**src/rtl/ls273_octal_dff_pkg.sv**
```systemverilog
// ---------------------------------------------------------------------------
// ls273_octal_dff_pkg
// Shared CPU definitions used by the register storage elements and the
// register-file wrapper.
//   WORD_W    : data bus width of the CPU
//   control_t : decoded control word; one bit per micro-operation
// ---------------------------------------------------------------------------
package ls273_octal_dff_pkg;

    localparam int WORD_W = 8;

    // Field order is the control-word bit order, MSB first.
    typedef struct packed {
        logic load_ir;
        logic load_pc;
        logic load_a;
        logic load_b;
        logic load_x;
        logic do_out;
        logic store_mem;
        logic assert_m;
        logic assert_e;
        logic assert_a;
        logic assert_x;
        logic immediate;
        logic jump_control;
        logic do_subtract;
        logic do_jump;
    } control_t;

    localparam int CONTROL_W = $bits(control_t);

    // IR reloads every cycle; it captures the bus only when load_ir is set
    // and clears to zero otherwise.
    function automatic logic [WORD_W-1:0] ir_next(input control_t ctrl,
                                                   input logic [WORD_W-1:0] dbus);
        return ctrl.load_ir ? dbus : '0;
    endfunction

endpackage

```
**src/rtl/ls273_octal_dff_regfile.sv**
```systemverilog
// ---------------------------------------------------------------------------
// ls273_octal_dff_regfile
// CPU register file built from five ls273_octal_dff instances.
//   clk, reset : clock and synchronous active-high reset
//   ctrl       : decoded control word
//   dbus       : CPU data bus
//   ir,a,b,x   : instruction, accumulator, B and index registers
//   out_q      : output port register
// ---------------------------------------------------------------------------
module ls273_octal_dff_regfile
    import ls273_octal_dff_pkg::*;
(
    input  logic              clk,
    input  logic              reset,
    input  control_t          ctrl,
    input  logic [WORD_W-1:0] dbus,
    output logic [WORD_W-1:0] ir,
    output logic [WORD_W-1:0] a,
    output logic [WORD_W-1:0] b,
    output logic [WORD_W-1:0] x,
    output logic [WORD_W-1:0] out_q
);

    logic [WORD_W-1:0] ir_d;

    assign ir_d = ir_next(ctrl, dbus);

    ls273_octal_dff #(.WIDTH(WORD_W)) u_ir (
        .clk   (clk),
        .reset (reset),
        .load  (1'b1),
        .d     (ir_d),
        .q     (ir)
    );

    ls273_octal_dff #(.WIDTH(WORD_W)) u_a (
        .clk   (clk),
        .reset (reset),
        .load  (ctrl.load_a),
        .d     (dbus),
        .q     (a)
    );

    ls273_octal_dff #(.WIDTH(WORD_W)) u_b (
        .clk   (clk),
        .reset (reset),
        .load  (ctrl.load_b),
        .d     (dbus),
        .q     (b)
    );

    ls273_octal_dff #(.WIDTH(WORD_W)) u_x (
        .clk   (clk),
        .reset (reset),
        .load  (ctrl.load_x),
        .d     (dbus),
        .q     (x)
    );

    ls273_octal_dff #(.WIDTH(WORD_W)) u_out (
        .clk   (clk),
        .reset (reset),
        .load  (ctrl.do_out),
        .d     (dbus),
        .q     (out_q)
    );

endmodule

```
**src/rtl/ls273_octal_dff.sv**
```systemverilog
// ---------------------------------------------------------------------------
// ls273_octal_dff
// Edge-triggered D register with synchronous clear and load enable, the
// clock-enable replacement for the 74LS273 gated-clock idiom.
//   clk   : clock, all state changes on the rising edge
//   reset : synchronous active-high clear to RESET_VALUE (beats load)
//   load  : capture enable
//   d     : data to capture
//   q     : registered output, straight from flops
// ---------------------------------------------------------------------------
module ls273_octal_dff
    import ls273_octal_dff_pkg::*;
#(
    parameter int               WIDTH       = WORD_W,
    parameter logic [WIDTH-1:0] RESET_VALUE = '0
) (
    input  logic             clk,
    input  logic             reset,
    input  logic             load,
    input  logic [WIDTH-1:0] d,
    output logic [WIDTH-1:0] q
);

    generate
        if (WIDTH < 1 || WIDTH > 64) begin : g_bad_width
            $error("ls273_octal_dff: WIDTH must be in 1..64");
        end
    endgenerate

    // The final else is only reachable when load is X/Z; it drives X so an
    // undriven enable shows up on q instead of silently holding.
    always_ff @(posedge clk) begin
        if (reset)
            q <= RESET_VALUE;
        else if (load)
            q <= d;
        else if (!load)
            q <= q;
        else
            q <= 'x;
    end

    a_q_known_after_reset : assert property (
        @(posedge clk) reset |=> !$isunknown(q)
    ) else $error("ls273_octal_dff: q unknown after reset");

    a_load_known : assert property (
        @(posedge clk) !reset |-> !$isunknown(load)
    ) else $error("ls273_octal_dff: load unknown while out of reset");

endmodule

```
**config.mk**
```make
export PLATFORM = sky130hd
export DESIGN_NAME = ls273_octal_dff_regfile
export DESIGN_NICKNAME = d
export VERILOG_FILES = /design/src/rtl/ls273_octal_dff_pkg.sv /design/src/rtl/ls273_octal_dff_regfile.sv /design/src/rtl/ls273_octal_dff.sv
export SDC_FILE = /design/constraint.sdc
export NUM_CORES = 1
export LEC_CHECK = 0
export CORE_ASPECT_RATIO = 2
export CORE_MARGIN = 2
export CORE_UTILIZATION = 40
export CTS_BUF_LIST = sky130_fd_sc_hd__clkbuf_8
export DETAILED_ROUTE_END_ITERATION = 8
export GPL_TIMING_DRIVEN = 1
export PLACE_DENSITY = 0.76
export SETUP_SLACK_MARGIN = 0.3
export SKIP_LAST_GASP = 1
export SYNTH_ARGS = -nofsm -noshare
export SYNTH_HDL_FRONTEND = slang
export SYNTH_SLANG_ARGS = --single-unit
```
**constraint.sdc**
```tcl
create_clock -name clk -period 0.8 [get_ports clk]
set_clock_uncertainty 0.1 [all_clocks]
set_input_delay 0.12 -clock clk [delete_from_list [all_inputs] [get_ports clk]]
set_output_delay 0.12 -clock clk [all_outputs]
set_load 0.02 [all_outputs]
```
==> reports/metrics.yaml <==
critical_path:
  crit_path_max_incr_delay_ns: 0.35
  path_delay_family: "flip-flops"
  cp-end-kind: "output pin"
  arrival_ns: 0.75
  crit_fanout: 2
  cp.required_ns: 0.58
  path_class: "reg -> out"
  start_kind: "flop"
  crit_chain: "buf_6"
  cp_slowest_cell: "dfxtp_2"
  path_buf_inv: 1
synth:
  yosys_warnings: 0
  yosysUniqueCellTypes: 7
  yosysSeqAreaShare: 0.5787
  syn_avg_cell_area_um2: 11.44
  syn_inst: 121
  synth_nets: 146
  syn_area_um2: 1384
  ys_ff_latch: 40
place:
  gp_congestion: 0.7229
  placedCellCount: 207
  hpwl_um: 2456
  io_buffers: 54
finish:
  num-nets-final: 218
  final_common_cell: "buf_6"
  final_cell_mix: "buf_6, nor2_1, dfxtp_2"
  finalNonFillerCells: 225
  drive_gt1_frac: 0.5596
  synthToLayoutAreaGrowth_pct: 71.07
  antennaDiodeCount: 0
floorplanning:
  fp-row-count: 30
  initial_utilization: 0.4142
  die-area_um2: 3975
  die_w_um: 45.59
  die-height_um: 87.18
  fp.coreArea_um2: 3341
  ios: 65
routing:
  routedWlPerCell_um: 15.01
  num_vias: 1089
  antenna_left: 0
  drc: 0
  drt-initial-drc-count: 13
  wl_um: 3377
  viasPerCell: 4.840
  drt_pre_antenna_iters: 4
timing:
  rsz0062_at_grt: "yes"
  period_needed_ns: 0.9713
  tightest_slew_ns: 0.2642
  worst_slack_ns: -0.1713
  finalHoldViolCount: 3
  setup_viol: 47
  period_share: 1.214
  fin_hold_ws_ns: -0.007834
  timing.fmax_mhz: 1030
  max-slew-margin-rel: 0.8239
  slew_viol_final: 0
grt:
  grt_antenna_before_repair: 0
  grt_overflow_total: 0
  grt_pass1_vias: 1117
  grt_usage: 0.1878
  grt_max_degree: 12
  grt_pass1_wl_um: 5209
min_path:
  hold_class: "in -> reg"
clock_tree:
  clk_pin_slew_ns: 0.07
  cts_root_buffer: "clkbuf_8"
  clock_latency_ns: 0.28
  htreeDepth: 2
  cts_buffers: 5
  cts_buffer_depth: 2
  cts_num_sinks: 40
  cts_tree: "yes"
power_and_ir_drop:
  p_per_area_nw_per_um2: 1787
  leakage_nw: 1.136
  irDropWorstVdd_mv: 1.365
  power_mw: 4.230
job:
  drv_cap: 0
status:
  violations: "hold timing, setup timing"
  status: "complete, but fails checks"
==> layout make-up <==
| cell class | count | area, um2 |
|---|---|---|
| repair buffers | 73 | 869.6 |
| clock buffers | 5 | 68.82 |
| clock inverters | 2 | 7.507 |
| multi-input cells | 73 | 510.5 |
| fillers | 249 | 973.4 |
| flip-flops and latches | 40 | 870.8 |
| well taps | 32 | 40.04 |
==> cells in the mapped netlist <==
cell,number,area share
and2_1,8,0.036
buf_4,3,0.016
buf_6,5,0.041
dfxtp_1,40,0.58
mux2i_1,32,0.23
nor2_1,32,0.087
nor2b_4,1,0.0099
==> flip-flops by register name, summed over array words and instances, names as in the netlist <==
signal   flops
u_out.q      8
u_x.q        8
u_ir.q       8
u_b.q        8
u_a.q        8
==> through the flow <==
| step | TNS (ns) | instance area (um2) | hold slack, ns | utilization | setup slack (ns) |
|---|---|---|---|---|---|
| floorplan | 0 | 1458 | 0.1465 | - | 0.08959 |
| global placement | -28.92 | 2078 | 0.3614 | 0.6221 | -0.4173 |
| detailed placement | -30.23 | 2078 | 0.3734 | 0.6221 | -0.4816 |
| CTS | -6.797 | 2352 | -0.01441 | 0.7041 | -0.1796 |
| global route | -7.613 | 2367 | -0.01047 | 0.7086 | -0.1955 |
| finish | -6.394 | 2367 | -0.007834 | 0.7086 | -0.1713 |
==> final timing paths <==
check,start,cells past startpoint,to,slack [ns]
setup reg to reg,u_b.q[2]$_SDFFE_PP0P_,3,u_b.q[2]$_SDFFE_PP0P_,-0.03
setup / recovery,u_out.q[0]$_SDFFE_PP0P_,1,out_q[0],-0.17
hold / removal,reset,3,u_out.q[1]$_SDFFE_PP0P_,-0.008
hold reg to reg,u_a.q[3]$_SDFFE_PP0P_,2,u_a.q[3]$_SDFFE_PP0P_,0.40
==> per-layer routing <==
metal  up-vias  wire (um)  part of all wire  GRT usage
met3         8        155             0.046    0.04357
met2        36       1934              0.57     0.3355
met5         -          0                 0          0
li1        533          -                 -          -
met1       512       1182              0.35     0.1861
met4         0        105             0.031     0.1016
==> report_power, final <==
group	internal [mW]	switching (mW)
clock	0.574	0.611
sequential	2.11	0.0799
combinational	0.487	0.370
total	3.17	1.06
==> timing repair <==
action,4_1_cts,5_1_grt
setup buffers,7,1
endpoints found under the hold margin,3,3
pin swaps,7,11
resized for setup,270,2
gates cloned,3,0
setup endpoints to repair,80,80
==> cell families (layout without fill, tap and decap cells) <==
family        after synthesis  after routing  share of synthesized area
simple gates               41             41                     0.1329
flops                      40             40                     0.5787
mux                        32             32                     0.2315
buf+inv                     8             80                    0.05696
No activity file was read; power rests on OpenSTA's default activity.
